## config.mk

```make
export PLATFORM = sky130hd
export DESIGN_NAME = mem_port_arbiter_flat
export DESIGN_NICKNAME = d
export VERILOG_FILES = /design/src/rtl/mem_port_arbiter_if.sv /design/src/rtl/mem_port_arbiter.sv /design/src/flat_wrapper.sv
export SDC_FILE = /design/constraint.sdc
export NUM_CORES = 1
export LEC_CHECK = 0
export BUFFER_PORTS_ARGS = -buffer_cell sky130_fd_sc_hd__buf_2
export CORE_MARGIN = 1.5
export CORE_UTILIZATION = 29
export CTS_CLUSTER_SIZE = 40
export DETAILED_ROUTE_END_ITERATION = 8
export HOLD_SLACK_MARGIN = 0.08
export SKIP_LAST_GASP = 1
export SYNTH_ARGS = -nofsm -noshare
export SYNTH_HDL_FRONTEND = slang
export SYNTH_SLANG_ARGS = --single-unit
```

## constraint.sdc

```tcl
create_clock -name CLK -period 1.53 [get_ports CLK]
set_input_delay 0.306 -clock CLK [delete_from_list [all_inputs] [get_ports CLK]]
set_output_delay 0.306 -clock CLK [all_outputs]
set_load 0.05 [all_outputs]
```

## src/rtl/mem_port_arbiter_if.sv

```systemverilog
// Bundle of the fetch, load/store and memory-side handshakes around mem_port_arbiter.
// The arbiter uses the slave view; requesters and the memory model use the master view.
interface mem_port_arbiter_if #(
    parameter int AW = 32,
    parameter int DW = 32
);
    logic            i_req;
    logic [AW-1:0]   i_addr;
    logic            i_gnt;
    logic            i_rvalid;
    logic [DW-1:0]   i_rdata;
    logic            i_err;

    logic            d_req;
    logic            d_we;
    logic [DW/8-1:0] d_be;
    logic [AW-1:0]   d_addr;
    logic [DW-1:0]   d_wdata;
    logic            d_gnt;
    logic            d_rvalid;
    logic [DW-1:0]   d_rdata;
    logic            d_err;

    logic            m_req;
    logic            m_we;
    logic [DW/8-1:0] m_be;
    logic [AW-1:0]   m_addr;
    logic [DW-1:0]   m_wdata;
    logic            m_ack;
    logic [DW-1:0]   m_rdata;

    modport slave (
        input  i_req, i_addr, d_req, d_we, d_be, d_addr, d_wdata, m_ack, m_rdata,
        output i_gnt, i_rvalid, i_rdata, i_err, d_gnt, d_rvalid, d_rdata, d_err,
               m_req, m_we, m_be, m_addr, m_wdata
    );

    modport master (
        output i_req, i_addr, d_req, d_we, d_be, d_addr, d_wdata, m_ack, m_rdata,
        input  i_gnt, i_rvalid, i_rdata, i_err, d_gnt, d_rvalid, d_rdata, d_err,
               m_req, m_we, m_be, m_addr, m_wdata
    );
endinterface

```

## src/rtl/mem_port_arbiter.sv

```systemverilog
// Round-robin arbiter sharing one single-ported memory between instruction fetch (IF)
// and load/store (DM), with a per-access watchdog that turns a missing m_ack into an error.
module mem_port_arbiter #(
    parameter int AW      = 32,
    parameter int DW      = 32,
    parameter int TIMEOUT = 16
) (
    input  logic                 CLK,
    input  logic                 RSTn,
    mem_port_arbiter_if.slave    bus,
    output logic                 busy
);
    localparam int CW = (TIMEOUT > 1) ? $clog2(TIMEOUT) : 1;
    localparam logic [CW-1:0] LIM = (TIMEOUT > 0) ? CW'(TIMEOUT - 1) : '0;

    typedef enum logic [1:0] {S_IDLE, S_ISSUE, S_RESP} state_t;

    state_t          r_state;
    logic            r_last_dm;
    logic            r_owner_dm;
    logic            r_we;
    logic [DW/8-1:0] r_be;
    logic [AW-1:0]   r_addr;
    logic [DW-1:0]   r_wdata;
    logic [DW-1:0]   r_rdata;
    logic            r_err;
    logic [CW-1:0]   r_cnt;
    logic            r_m_req;
    logic            r_i_rvalid;
    logic            r_d_rvalid;
    logic            r_busy;

    logic            w_idle;
    logic            w_i_win;
    logic            w_d_win;
    logic            w_expire;

    // Grants are gated by RSTn so they fall with reset, not at the next clock.
    always_comb begin
        w_idle   = RSTn && (r_state == S_IDLE);
        w_i_win  = w_idle && bus.i_req && (!bus.d_req || r_last_dm);
        w_d_win  = w_idle && bus.d_req && (!bus.i_req || !r_last_dm);
        w_expire = (TIMEOUT != 0) && !bus.m_ack && (r_cnt == LIM);
    end

    always_ff @(posedge CLK or negedge RSTn) begin
        if (!RSTn) begin
            r_state    <= S_IDLE;
            r_last_dm  <= 1'b1;
            r_owner_dm <= 1'b0;
            r_we       <= 1'b0;
            r_be       <= '0;
            r_addr     <= '0;
            r_wdata    <= '0;
            r_rdata    <= '0;
            r_err      <= 1'b0;
            r_cnt      <= '0;
            r_m_req    <= 1'b0;
            r_i_rvalid <= 1'b0;
            r_d_rvalid <= 1'b0;
            r_busy     <= 1'b0;
        end else begin
            r_i_rvalid <= 1'b0;
            r_d_rvalid <= 1'b0;
            case (r_state)
                S_IDLE: begin
                    if (w_i_win || w_d_win) begin
                        r_state    <= S_ISSUE;
                        r_m_req    <= 1'b1;
                        r_busy     <= 1'b1;
                        r_cnt      <= '0;
                        r_owner_dm <= w_d_win;
                        r_last_dm  <= w_d_win;
                        r_err      <= 1'b0;
                        r_rdata    <= '0;
                        if (w_d_win) begin
                            r_we    <= bus.d_we;
                            r_be    <= bus.d_be;
                            r_addr  <= bus.d_addr;
                            r_wdata <= bus.d_wdata;
                        end else begin
                            r_we    <= 1'b0;
                            r_be    <= '1;
                            r_addr  <= bus.i_addr;
                            r_wdata <= '0;
                        end
                    end
                end
                S_ISSUE: begin
                    // An ack in the expiry cycle wins over the watchdog.
                    if (bus.m_ack) begin
                        r_state    <= S_RESP;
                        r_m_req    <= 1'b0;
                        r_rdata    <= r_we ? '0 : bus.m_rdata;
                        r_err      <= 1'b0;
                        r_i_rvalid <= !r_owner_dm;
                        r_d_rvalid <= r_owner_dm;
                    end else if (w_expire) begin
                        r_state    <= S_RESP;
                        r_m_req    <= 1'b0;
                        r_rdata    <= '0;
                        r_err      <= 1'b1;
                        r_i_rvalid <= !r_owner_dm;
                        r_d_rvalid <= r_owner_dm;
                    end else begin
                        r_cnt <= r_cnt + 1'b1;
                    end
                end
                S_RESP: begin
                    r_state <= S_IDLE;
                    r_busy  <= 1'b0;
                    r_rdata <= '0;
                    r_err   <= 1'b0;
                end
                default: begin
                    r_state <= S_IDLE;
                    r_busy  <= 1'b0;
                    r_m_req <= 1'b0;
                end
            endcase
        end
    end

    assign bus.i_gnt    = w_i_win;
    assign bus.d_gnt    = w_d_win;
    assign bus.i_rvalid = r_i_rvalid;
    assign bus.d_rvalid = r_d_rvalid;
    assign bus.i_rdata  = r_rdata;
    assign bus.d_rdata  = r_rdata;
    assign bus.i_err    = r_err;
    assign bus.d_err    = r_err;
    assign bus.m_req    = r_m_req;
    assign bus.m_we     = r_we;
    assign bus.m_be     = r_be;
    assign bus.m_addr   = r_addr;
    assign bus.m_wdata  = r_wdata;
    assign busy         = r_busy;
endmodule
```

## src/flat_wrapper.sv

```systemverilog
// flat-port wrapper written by rule: the top's interface ports become plain ports
module mem_port_arbiter_flat 
#(
    parameter int AW      = 32,
    parameter int DW      = 32,
    parameter int TIMEOUT = 16
)
  (CLK, RSTn, busy, bus_i_req, bus_i_addr, bus_d_req, bus_d_we, bus_d_be, bus_d_addr, bus_d_wdata, bus_m_ack, bus_m_rdata, bus_i_gnt, bus_i_rvalid, bus_i_rdata, bus_i_err, bus_d_gnt, bus_d_rvalid, bus_d_rdata, bus_d_err, bus_m_req, bus_m_we, bus_m_be, bus_m_addr, bus_m_wdata);
  mem_port_arbiter_if #(.AW(AW), .DW(DW)) bus_i ();
  input  logic CLK;
  input  logic RSTn;
  output logic busy;
  input wire logic [$bits(bus_i.i_req)-1:0] bus_i_req;
  input wire logic [$bits(bus_i.i_addr)-1:0] bus_i_addr;
  input wire logic [$bits(bus_i.d_req)-1:0] bus_d_req;
  input wire logic [$bits(bus_i.d_we)-1:0] bus_d_we;
  input wire logic [$bits(bus_i.d_be)-1:0] bus_d_be;
  input wire logic [$bits(bus_i.d_addr)-1:0] bus_d_addr;
  input wire logic [$bits(bus_i.d_wdata)-1:0] bus_d_wdata;
  input wire logic [$bits(bus_i.m_ack)-1:0] bus_m_ack;
  input wire logic [$bits(bus_i.m_rdata)-1:0] bus_m_rdata;
  output wire logic [$bits(bus_i.i_gnt)-1:0] bus_i_gnt;
  output wire logic [$bits(bus_i.i_rvalid)-1:0] bus_i_rvalid;
  output wire logic [$bits(bus_i.i_rdata)-1:0] bus_i_rdata;
  output wire logic [$bits(bus_i.i_err)-1:0] bus_i_err;
  output wire logic [$bits(bus_i.d_gnt)-1:0] bus_d_gnt;
  output wire logic [$bits(bus_i.d_rvalid)-1:0] bus_d_rvalid;
  output wire logic [$bits(bus_i.d_rdata)-1:0] bus_d_rdata;
  output wire logic [$bits(bus_i.d_err)-1:0] bus_d_err;
  output wire logic [$bits(bus_i.m_req)-1:0] bus_m_req;
  output wire logic [$bits(bus_i.m_we)-1:0] bus_m_we;
  output wire logic [$bits(bus_i.m_be)-1:0] bus_m_be;
  output wire logic [$bits(bus_i.m_addr)-1:0] bus_m_addr;
  output wire logic [$bits(bus_i.m_wdata)-1:0] bus_m_wdata;
  assign bus_i.i_req = bus_i_req;
  assign bus_i.i_addr = bus_i_addr;
  assign bus_i.d_req = bus_d_req;
  assign bus_i.d_we = bus_d_we;
  assign bus_i.d_be = bus_d_be;
  assign bus_i.d_addr = bus_d_addr;
  assign bus_i.d_wdata = bus_d_wdata;
  assign bus_i.m_ack = bus_m_ack;
  assign bus_i.m_rdata = bus_m_rdata;
  assign bus_i_gnt = bus_i.i_gnt;
  assign bus_i_rvalid = bus_i.i_rvalid;
  assign bus_i_rdata = bus_i.i_rdata;
  assign bus_i_err = bus_i.i_err;
  assign bus_d_gnt = bus_i.d_gnt;
  assign bus_d_rvalid = bus_i.d_rvalid;
  assign bus_d_rdata = bus_i.d_rdata;
  assign bus_d_err = bus_i.d_err;
  assign bus_m_req = bus_i.m_req;
  assign bus_m_we = bus_i.m_we;
  assign bus_m_be = bus_i.m_be;
  assign bus_m_addr = bus_i.m_addr;
  assign bus_m_wdata = bus_i.m_wdata;
  mem_port_arbiter #(.AW(AW), .DW(DW), .TIMEOUT(TIMEOUT)) u_core (.CLK(CLK), .RSTn(RSTn), .bus(bus_i), .busy(busy));
endmodule
```

Word-level counts from Yosys, hierarchy flattened. Index checks and enable logic that the tools add are counted.

$add $sub $neg: 1. Equality and inequality tests: 7. Muxes and demuxes: 32. Bitwise gates (word level): 2. Reductions and logical operators: 23.

Operators with widths (number): $mux 32 (6); $pmux 32 s3 (1); $mux 4 (4); $mux 1 (13); $pmux 4 s2 (1); $logic_and 1x1->1 (6); $mux 2 (3); $ne 2x2->1 const B (3); $pmux 1 s3 (2); $reduce_and 2->1 (3); $reduce_and 3->1 (2); $logic_not 1->1 (5); $add 4x1->4 const B (1); $eq 4x4->1 const B (1); $pmux 2 s2 (1); $reduce_and 4->1 (1); $logic_or 1x1->1 (3); $ne 3x2->1 const B (1); $reduce_bool 3->1 (1); $eq 2x1->1 const B (1); $eq 2x2->1 const B (1); $logic_not 2->1 (1); $not 1->1 (2); $pmux 1 s2 (1); $reduce_bool 2->1 (1).

Flip-flop bits (word level): 114. Input port bits: 138. Output and inout port bits: 141. Logic and storage cells: 79.

Longest topological paths before layout. Gate-level depths: netlist of run 1.

Depth in word-level cells: 7. Gate-level depth with buffers: 6. Mapped depth without buffers: 4.

Worst setup path before layout of run 1. No wires, ideal clock.

Path type: register to output. From: register u_core.r_state[1]. To: output bus_i_gnt. Arrival time: 1.707 ns. Data required time: 1.224 ns. Path slack: -0.483 ns. Stages on the path, launching flop included: 4. Buffers on the path: 1. Cell sequence: dfrtp_1 or3b_1 clkbuf_1 nor2_1.

Longest elaborated chain between the ends: 4.

RTL lines: start: declaration (RTL line mem_port_arbiter.sv:18) `state_t r_state;`; start signal: assignment (RTL line mem_port_arbiter.sv:48) `r_state <= S_IDLE;`; start signal: assignment (RTL line mem_port_arbiter.sv:68) `r_state <= S_ISSUE;`; start signal: assignment (RTL line mem_port_arbiter.sv:92) `r_state <= S_RESP;`; $logic_not 2->1 (RTL line mem_port_arbiter.sv:40) `w_idle = RSTn && (r_state == S_IDLE);`; $logic_and 1x1->1 (RTL line mem_port_arbiter.sv:40); $logic_and 1x1->1 (2 in series) (RTL line mem_port_arbiter.sv:41) `w_i_win = w_idle && bus.i_req && (!bus.d_req || r_last_dm);`; end: declaration (RTL line flat_wrapper.sv:22) `output wire logic [$bits(bus_i.i_gnt)-1:0] bus_i_gnt;`.

No other way between the ends.

Final worst setup path of run 1. Ends and elaborated chain as after synthesis.

==> results of run 1 <==
-- timing repair --
action | 4_1_cts | 5_1_grt
resized for setup | 23 | 81
setup buffers | 8 | 9
gates cloned | 5 | 14
hold buffers | 1 | 0
hold endpoints to repair | 2 | 0
pin swaps | 7 | 58
setup endpoints to repair | 90 | 102
-- power breakdown --
group          internal, mW  switching, mW  leakage (nW)
sequential             3.93          0.613          1.42
clock                  2.60           1.45         0.293
combinational          2.41           5.63          2.32
-- sequential cells by signal, summed over array words and instances, names as in the netlist --
name	count
u_core.bus.m_addr	32
u_core.r_owner_dm	1
u_core.bus.m_wdata	32
u_core.bus.m_be	4
u_core.bus.d_rdata	32
u_core.r_state	2
u_core.bus.d_err	1
u_core.bus.m_we	1
u_core.bus.m_req	1
u_core.r_cnt	4
u_core.bus.d_rvalid	1
u_core.bus.i_rvalid	1
u_core.r_last_dm	1
u_core.busy	1
-- worst reg2reg max path: cells and delay by family, from the launching register on --
family	cells	cell delay, ps
flops	1	420
compound gates	1	90
buf+inv	2	410
simple gates	2	640
-- kinds of logic (layout without fill, tap and decap cells) --
kind of cell,count (synthesis),count (layout),share of synthesized area (%)
DFF,114,114,58.0
AOI/OAI and AO/OA,186,186,26.4
and+or+nand+nor,52,52,5.83
buffers and inverters,76,386,9.34
muxes,1,1,0.204
adders and majority gates,1,1,0.254
-- stage by stage --
stage / utilization [%] / worst slack, ps / instances / hold WS [ps] / power, mW
finish: 49.2 / -324 / 960 / 68.9 / 16.6
global route: 49.2 / -372 / 960 / 95.3 / 17.4
detailed placement: 39.8 / -73.3 / 896 / 234 / 11.6
CTS: 45.1 / -338 / 942 / 91.1 / 16.1
floorplan: - / -30.6 / 430 / 10.4 / 9.86
global placement: 39.8 / -31.1 / 896 / 222 / 11.6
-- synth_stat cells, types with 2 or more instances --
| cell type | instances |
|---|---|
| dfrtp_1 | 113 |
| a22o_1 | 65 |
| buf_4 | 36 |
| a21oi_1 | 34 |
| a31oi_1 | 34 |
| o21ai_0 | 34 |
| nand3_1 | 33 |
| clkbuf_1 | 17 |
| buf_2 | 13 |
| inv_1 | 6 |
| a21o_1 | 4 |
| o22a_1 | 4 |
| buf_6 | 3 |
| nor2_1 | 3 |
| nand2_1 | 2 |
| nor2b_1 | 2 |
| nor3_1 | 2 |
| nor3b_2 | 2 |
-- layout make-up --
type | count | area, sq um
Clock buffer | 19 | 443
Fill cell | 1517 | 8430
Clock inverter | 13 | 160
Tap cell | 220 | 275
Inverter | 7 | 31.3
Timing Repair Buffer | 347 | 2370
Multi-Input combinational cell | 240 | 2020
Sequential cell | 114 | 2850
-- routing by layer --
layer | vias up | track usage (%)
li1 | 2190 | -
met1 | 2370 | 21.3
met2 | 188 | 30.4
met3 | 32 | 4.34
met4 | 0 | 7.61
met5 | - | 0
-- worst max path at each step --
stage                                        to  slack, ps                     startpoint  depth (start not counted)
6_report                              bus_i_gnt       -320  u_core.r_state[1]$_DFFE_PN0P_                          3
5_1_grt                               bus_i_gnt       -370  u_core.r_state[1]$_DFFE_PN0P_                          3
4_1_cts                               bus_i_gnt       -340  u_core.r_state[1]$_DFFE_PN0P_                          3
3_5_place_dp   u_core.bus.m_addr[3]$_DFFE_PN0P_        -70  u_core.r_state[1]$_DFFE_PN0P_                          4
3_3_place_gp   u_core.bus.m_addr[3]$_DFFE_PN0P_        -30  u_core.r_state[1]$_DFFE_PN0P_                          4
2_1_floorplan                         bus_i_gnt        -30  u_core.r_state[1]$_DFFE_PN0P_                          3
==> metrics.csv, run 1 <==
stage,metric,value,unit
worst_setup_path,path_delay_family,simple AND/OR/NAND/NOR gates,
route,num_vias,4780,
clock_network,cts_buffers,17,
die,core_area,16600,sq um
yosys,yosys_warnings,0,
worst_setup_path,cp-end-kind,output pin,
place,gp_congestion,0.791,
yosys,synth_cell_types,41,
route,dr.pass1.iters,4,
worst_setup_path,reg2reg_depth,5,
route,ant_nets,0,
route,dr_wl_met3,912,microns
final_layout,final_common_cell,buf_2,
yosys,syn_inst,430,
grt,grtUsageTotal,17.7,%
die,fp.dieH,133,microns
final_layout,final_cell_mix,"buf_2, dfrtp_1, a22o_1, buf_4, clkbuf_16",
sta,fmax,539,MHz
sta,hold_viol,0,
place,dpl.hpwl,10500,microns
worst_setup_path,worstReg2RegEnd,u_core.bus.m_addr[30]$_DFFE_PN0P_,
status,violations,negative setup slack,
sta,tightest_slew,707,ps
worst_setup_path,worst_path_largest_cell_delay,450,ps
sta,slew_violations,0,
final_layout,drive_gt1_share,58.6,%
grt,overflow,0,
yosys,synth_area_leaders,"dfrtp_1, a22o_1, buf_4, a31oi_1, a21oi_1",
sta,setup_tns,-9250,ps
worst_setup_path,worstPathArrival,1550,ps
route,routed_wirelength,17000,microns
worst_setup_path,path_max_fanout,3,
grt,antenna_found_initial,0,
final_layout,final_area,8150,sq um
worst_setup_path,cp_slowest_cell,or3b_4,
sta,rsz0062_at_grt,yes,
clock_network,cts_sinks,114,
sta,period_share,121,%
route,drt-wirelength-per-cell,17.7,microns
route,routed.top_layer,met4,
clock_network,clk_latency,410,ps
final_layout,area_growth,65.8,%
power_and_ir_drop,power.density,2040,nW/um^2
place,dpl_cell_area,6590,sq um
flow_run,maxCapViolations,0,
die,start_util,29.7,%
yosys,synth_nets,569,
worst_setup_path,r2r_setup_slack,-160,ps
yosys,netlist_area,4920,sq um
route,met1_length,7060,microns
min_path,hold_class,in -> async,
route,wl_met2,8560,microns
sta,period_needed,1850,ps
worst_setup_path,crit_required,1220,ps
yosys,syn_area_per_cell,11.4,sq um
worst_setup_path,critPathKind,reg -> out,
clock_network,cts_buffer_depth,2,
final_layout,n_antenna_cell,0,
die,num_rows,47,
status,status,"finished, violations left",
sta,slew_headroom,52.8,%
yosys,ys.flop_type,dfrtp_1,
worst_setup_path,crit_chain,"or3b_4, nor2_4, buf_8",
yosys,seq_area_frac_synth,58.0,%
sta,worst_clock_skew,11.4,ps
clock_network,cts_tree,done,
grt,grt_pass1_wl,24800,microns
yosys,yosys.area.top_type,dfrtp_1,
yosys,synth_top_area_share,57.5,%
final_layout,nets,866,
clock_network,htree_levels,4,
yosys,ys_async_sr_fraction,100,%
power_and_ir_drop,vdd_drop_max,1.07,mV
grt,grt_pass1_vias,4845,
die,dieArea,17800,sq um
worst_setup_path,start_kind,register,
clock_network,clkTransAtPathRegs,60,ps
clock_network,root_buffer,clkbuf_16,
sta,worst_slack,-324,ps
route,drc_errors,0,
sta,setup_viol,109,
route,drtIter0Drc,198,
worst_setup_path,worst_r2r_startpoint,u_core.r_state[1]$_DFFE_PN0P_,
die,chipWidth,133,microns
route,post_drt_via_cell_ratio,4.98,
worst_setup_path,critPathBufInv,1,
die,io_pins,279,
place,portBuffers,278,
yosys,ys_ff_latch,114,
power_and_ir_drop,leakagePower,4.04,nW
grt,grt_max_degree,56,
yosys,synth-edff-count,0,
Note: power is estimated with default switching activity, not from simulation.
==> run 2, diff against run 1 <==
- ABC_AREA: unset -> 1
- SLEW_MARGIN: unset -> 5
==> run 2 against run 1 <==
The run still ends with negative setup slack left. Final cell count increased by 16%. Critical path depth increased by 2. Critical path type unchanged. Clock-buffer cell count increased by 6. Hold slack improved by 28 ps. First-iteration DRC count decreased by 21%. Largest cell class unchanged. Combinational power increased by 43%.
==> metrics.csv, run 2 <==
stage,metric,value,unit
die,chipWidth,136,microns
yosys,synth-simple-area-share,25.5,%
yosys,synth_cell_types,23,
grt,grtUsageTotal,15.8,%
yosys,netlist_area,5100,sq um
yosys,synth_area_leaders,"dfrtp_1, nand2_1, buf_4, o211ai_1, inv_1",
yosys,ys_ff_latch,114,
sta,slew_violations,0,
yosys,synth.area.mux_share,0,%
sta,fin_hold_ws,97.0,ps
route,num_vias,4648,
worst_setup_path,worstPathArrival,1380,ps
clock_network,cts_buffers,17,
yosys,synthAdderAreaFrac,0.245,%
sta,worst_slack,-161,ps
power_and_ir_drop,vdd_drop_max,1.36,mV
route,drc_errors,0,
yosys,syn_inst,599,
grt,grt_max_degree,78,
final_layout,drive_gt1_share,40.3,%
worst_setup_path,start_kind,register,
status,status,"finished, violations left",
sta,tightest_slew,500,ps
sta,setup_tns,-311,ps
worst_setup_path,cp-end-kind,output pin,
sta,setup_viol,2,
route,drtIter0Drc,157,
yosys,yosys.area_share.xor_xnor,0.172,%
die,io_pins,279,
yosys,yosys.area.top_type,dfrtp_1,
sta,slew_headroom,66.7,%
final_layout,n_antenna_cell,0,
die,dieArea,18400,sq um
route,routed_wirelength,15200,microns
yosys,ys_async_sr_fraction,100,%
clock_network,cts_tree,done,
clock_network,root_buffer,clkbuf_16,
status,violations,negative setup slack,
die,start_util,29.6,%
route,dr.pass1.iters,4,
min_path,hold_class,in -> reg,
yosys,syn_area_per_cell,8.52,sq um
final_layout,final_cells,1111,
final_layout,area_growth,48.1,%
yosys,synth_top_area_share,55.4,%
route,drt-wirelength-per-cell,13.6,microns
clock_network,cts_sinks,114,
yosys,synthTopCellsByCount,"nand2_1, dfrtp_1, inv_1",
place,dpl.hpwl,9890,microns
final_layout,fillCellCount,1754,
yosys,ys.flop_type,dfrtp_1,
yosys,synth_nets,738,
yosys,yosys_warnings,0,
die,num_rows,48,
die,core_area,17200,sq um
sta,worst_clock_skew,7.63,ps
die,fp.dieH,136,microns
final_layout,fin_util,43.8,%
flow_run,maxCapViolations,0,
worst_setup_path,crit_required,1220,ps
sta,rsz0062_at_grt,yes,
place,post-place-cells,1060,
grt,grt_pass1_vias,4477,
sta,period_share,111,%
grt,grt_pass1_wl,22500,microns
yosys,synth-compound-area-share,6.03,%
clock_network,clk_latency,410,ps
grt,overflow,0,
yosys,synth_most_common_cell,nand2_1,
route,post_drt_via_cell_ratio,4.18,
final_layout,final_cell_mix,"nand2_1, buf_2, dfrtp_1, inv_1, o211ai_1",
final_layout,multi_input_area,1750,sq um
clock_network,htree_levels,4,
power_and_ir_drop,power.density,2740,nW/um^2
place,portBuffers,278,
worst_setup_path,path_max_fanout,2,
power_and_ir_drop,leakagePower,4.59,nW
sta,fmax,591,MHz
final_layout,seq_area,2850,sq um
place,post-place-ws,-30.8,ps
clock_network,clkTransAtPathRegs,50,ps
final_layout,nets,1014,
yosys,synth_top_family_by_area,simple AND/OR/NAND/NOR gates,
route,ant_nets,0,
yosys,seq_area_frac_synth,55.9,%
final_layout,final_common_cell,nand2_1,
grt,antenna_found_initial,0,
sta,hold_viol,0,
yosys,synth-edff-count,0,
clock_network,cts_buffer_depth,2,
worst_setup_path,critPathKind,reg -> out,
place,gp_congestion,0.757,
sta,period_needed,1690,ps
[run 2: cell types whose count changed after synthesis, moves of 17 or more]
cell and change:
a21oi_1 -32, a22o_1 -65, a31oi_1 -34, clkbuf_1 -17
inv_1 +38, nand2_1 +308, nand3_1 -27, o211ai_1 +32
o21ai_0 -31
[run 2: repair_timing]
item	CTS	global route
gates cloned	0	7
pin swaps	1	5
setup endpoints to repair	37	110
hold endpoints to repair	44	0
hold buffers	8	0
gates resized for setup	13	23
setup buffers	4	2
[run 2: final cells by class]
type	instances	share of cell area, %
flip-flops and latches	114	37.8
clock buffers	25	6.56
clock inverters	5	1.32
well taps	225	3.73
inverters	48	2.55
repair buffers	315	24.9
multi-input cells	379	23.2
[run 2: cells by family (layout without fill, tap and decap cells)]
kind of cell               after synthesis  count (layout)
buffers and inverters                  109             393
adders and majority gates                1               1
and+or+nand+nor                        332             335
AOI/OAI and AO/OA                       42              42
xor gates and xnor gates                 1               1
DFF                                    114             114
[run 2: power by group]
group / switching (mW) / internal [mW] / total (mW)
clock: 1.32 / 2.71 / 4.03
combinational: 8.83 / 2.62 / 11.5
sequential: 0.834 / 4.41 / 5.24
[run 2: routing by layer]
layer,track usage (%),vias to the layer above,routed length [microns]
li1,-,2358,-
met1,19.4,2104,6610
met2,25.5,164,7310
met3,5.65,22,969
met4,6.09,0,267
met5,0,-,0
[run 2: per-stage QoR]
step	power, mW	instance area (sq um)
after global placement	16.0	6570
after CTS	20.3	7310
final	20.7	7560
after floorplan	13.9	5100
after detailed placement	16.1	6570
after global routing	21.9	7560
[run 2: path summary, 6_finish.rpt]
kind	from	endpoint	slack (ps)	cells after the start
worst max-delay path	u_core.r_last_dm$_DFFE_PN1P_	bus_i_gnt	-160	5
worst min-delay path	bus_d_wdata[8]	u_core.bus.m_wdata[8]$_DFFE_PN0P_	100	3
worst max register to register	u_core.r_state[1]$_DFFE_PN0P_	u_core.bus.d_rdata[29]$_DFFE_PN0P_	10	9
worst min register to register	u_core.r_owner_dm$_DFFE_PN0P_	u_core.bus.i_rvalid$_DFF_PN0_	420	1
max in group asynchronous	RSTn	u_core.r_last_dm$_DFFE_PN1P_	150	4
min in group asynchronous	RSTn	u_core.bus.m_addr[8]$_DFFE_PN0P_	540	3
[run 2: critical path: stages, from the launching register on]
cell and delay, ps:
dfstp_2 530, inv_2 40, a21boi_2 120, nand2_2 80, inv_2 80, buf_12 140
==> run 3, diff against run 2 <==
- ABC_AREA: 1 -> unset
- CTS_BUF_LIST: unset -> sky130_fd_sc_hd__clkbuf_8
- SKIP_CTS_REPAIR_TIMING: unset -> 1
==> run 3 against run 2 <==
The run still ends with negative setup slack left. Global-route usage increased by 1.1 points. Power shrank 26%. Critical path type unchanged. Via count up 6.8%. Die area is 3.5% lower.
==> metrics.csv, run 3 (synthesized netlist as in run 1, its figures left out) <==
stage,metric,value,unit
status,status,"finished, violations left",
status,violations,negative setup slack,
clock_network,cts_buffers,17,
clock_network,clk_latency,450,ps
grt,grtUsageTotal,17.0,%
worst_setup_path,path_delay_family,simple AND/OR/NAND/NOR gates,
worst_setup_path,cp-end-kind,output pin,
route,routed_wirelength,17300,microns
sta,tightest_slew,651,ps
final_layout,fin_util,49.5,%
flow_run,maxCapViolations,0,
die,start_util,29.7,%
sta,fmax,527,MHz
grt,grt_pass1_wl,23800,microns
clock_network,cts_buffer_depth,2,
sta,period_share,124,%
clock_network,clkTransAtPathRegs,70,ps
place,post-place-ws,-73.3,ps
die,core_area,16600,sq um
worst_setup_path,path_max_fanout,3,
sta,worst_slack,-368,ps
final_layout,nets,908,
power_and_ir_drop,power_frac_comb,51.3,%
final_layout,drive_gt1_share,53.8,%
final_layout,final_cell_mix,"buf_2, dfrtp_1, a22o_1, dlygate4sd3_1, buf_4",
sta,slew_violations,0,
min_path,hold_class,in -> async,
power_and_ir_drop,switchingPower,7.50,mW
worst_setup_path,critPathBufInv,1,
sta,setup_tns,-5020,ps
power_and_ir_drop,pwr-share-seq,29.4,%
route,ant_nets,0,
die,num_rows,47,
power_and_ir_drop,power.density,1880,nW/um^2
worst_setup_path,cp_slowest_cell,or3b_4,
power_and_ir_drop,swShare,48.6,%
die,chipWidth,133,microns
worst_setup_path,worst_path_largest_cell_delay,450,ps
route,post_drt_via_cell_ratio,4.96,
final_layout,n_antenna_cell,0,
clock_network,cts_tree,done,
clock_network,root_buffer,clkbuf_8,
power_and_ir_drop,vdd_drop_max,0.926,mV
power_and_ir_drop,internal_power,7.92,mW
place,portBuffers,278,
route,dr.pass1.iters,5,
worst_setup_path,crit_required,1220,ps
power_and_ir_drop,p_total,15.4,mW
worst_setup_path,crit_chain,"or3b_4, nor2_4, buf_8",
die,dieArea,17800,sq um
sta,hold_viol,0,
clock_network,htree_levels,4,
die,fp.dieH,133,microns
worst_setup_path,worstPathArrival,1590,ps
clock_network,cts_sinks,114,
worst_setup_path,critPathKind,reg -> out,
grt,grt_max_degree,56,
final_layout,final_common_cell,buf_2,
sta,period_needed,1900,ps
place,dpl.hpwl,10500,microns
place,gp_congestion,0.791,
route,drtIter0Drc,249,
sta,rsz0062_at_grt,yes,
power_and_ir_drop,leakagePower,4.07,nW
route,drt-wirelength-per-cell,17.3,microns
route,num_vias,4965,
sta,slew_headroom,56.6,%
sta,worst_clock_skew,16.9,ps
power_and_ir_drop,clkPwrFrac,19.2,%
final_layout,area_growth,67.1,%
place,post-place-cells,896,
die,io_pins,279,
final_layout,final_cells,1002,
grt,overflow,0,
sta,setup_viol,65,
route,drc_errors,0,
worst_setup_path,start_kind,register,
grt,antenna_found_initial,0,
grt,grt_pass1_vias,4646,
==> run 3: stage by stage <==
stage          hold WS (ps)  instance area, sq um
6_report               3.80                  8220
2_1_floorplan          10.4                  4950
5_1_grt                58.8                  8220
3_5_place_dp            234                  6590
4_1_cts                -271                  7010
3_3_place_gp            222                  6590
==> run 3: worst paths after layout <==
check	start	endpoint	slack [ps]	depth (start not counted)
max	u_core.r_state[1]$_DFFE_PN0P_	bus_i_gnt	-370	3
min	RSTn	u_core.r_cnt[3]$_DFFE_PN0P_	4	2
max reg2reg	u_core.r_cnt[0]$_DFFE_PN0P_	u_core.bus.d_rdata[13]$_DFFE_PN0P_	-140	6
min reg2reg	u_core.r_owner_dm$_DFFE_PN0P_	u_core.bus.i_rvalid$_DFF_PN0_	450	1
max in group asynchronous	RSTn	u_core.r_state[1]$_DFFE_PN0P_	410	3
min in group CLK	bus_d_wdata[4]	u_core.bus.m_wdata[4]$_DFFE_PN0P_	90	2
==> run 3: power by group through the flow <==
stage | clock, mW | sequential (mW) | combinational, mW
after floorplan | 0 | 7.43 | 2.43
after global placement | 0 | 4.53 | 7.02
after detailed placement | 0 | 4.54 | 7.11
after CTS | 3.06 | 4.51 | 7.11
after global routing | 3.23 | 4.65 | 8.26
final | 2.97 | 4.54 | 7.92
==> run 3: metal layers <==
layer | share of wire, % | GRT usage [%] | vias to the layer above | wire length (microns)
met4 | 2.0 | 6.16 | 0 | 353
li1 | - | - | 2263 | -
met3 | 6.4 | 5.18 | 32 | 1110
met5 | 0 | 0 | - | 0
met2 | 51 | 28.5 | 246 | 8880
met1 | 40 | 20.7 | 2424 | 6980
==> run 3: layout make-up <==
cell class                 instances  area (sq um)
sequential                       114          2850
timing repair buffer             389          2730
clock buffer                      18           248
tap                              220           275
fill                            1522          8370
clock inverter                    14           164
multi-input combinational        240          1910
inverter                           7          30.0
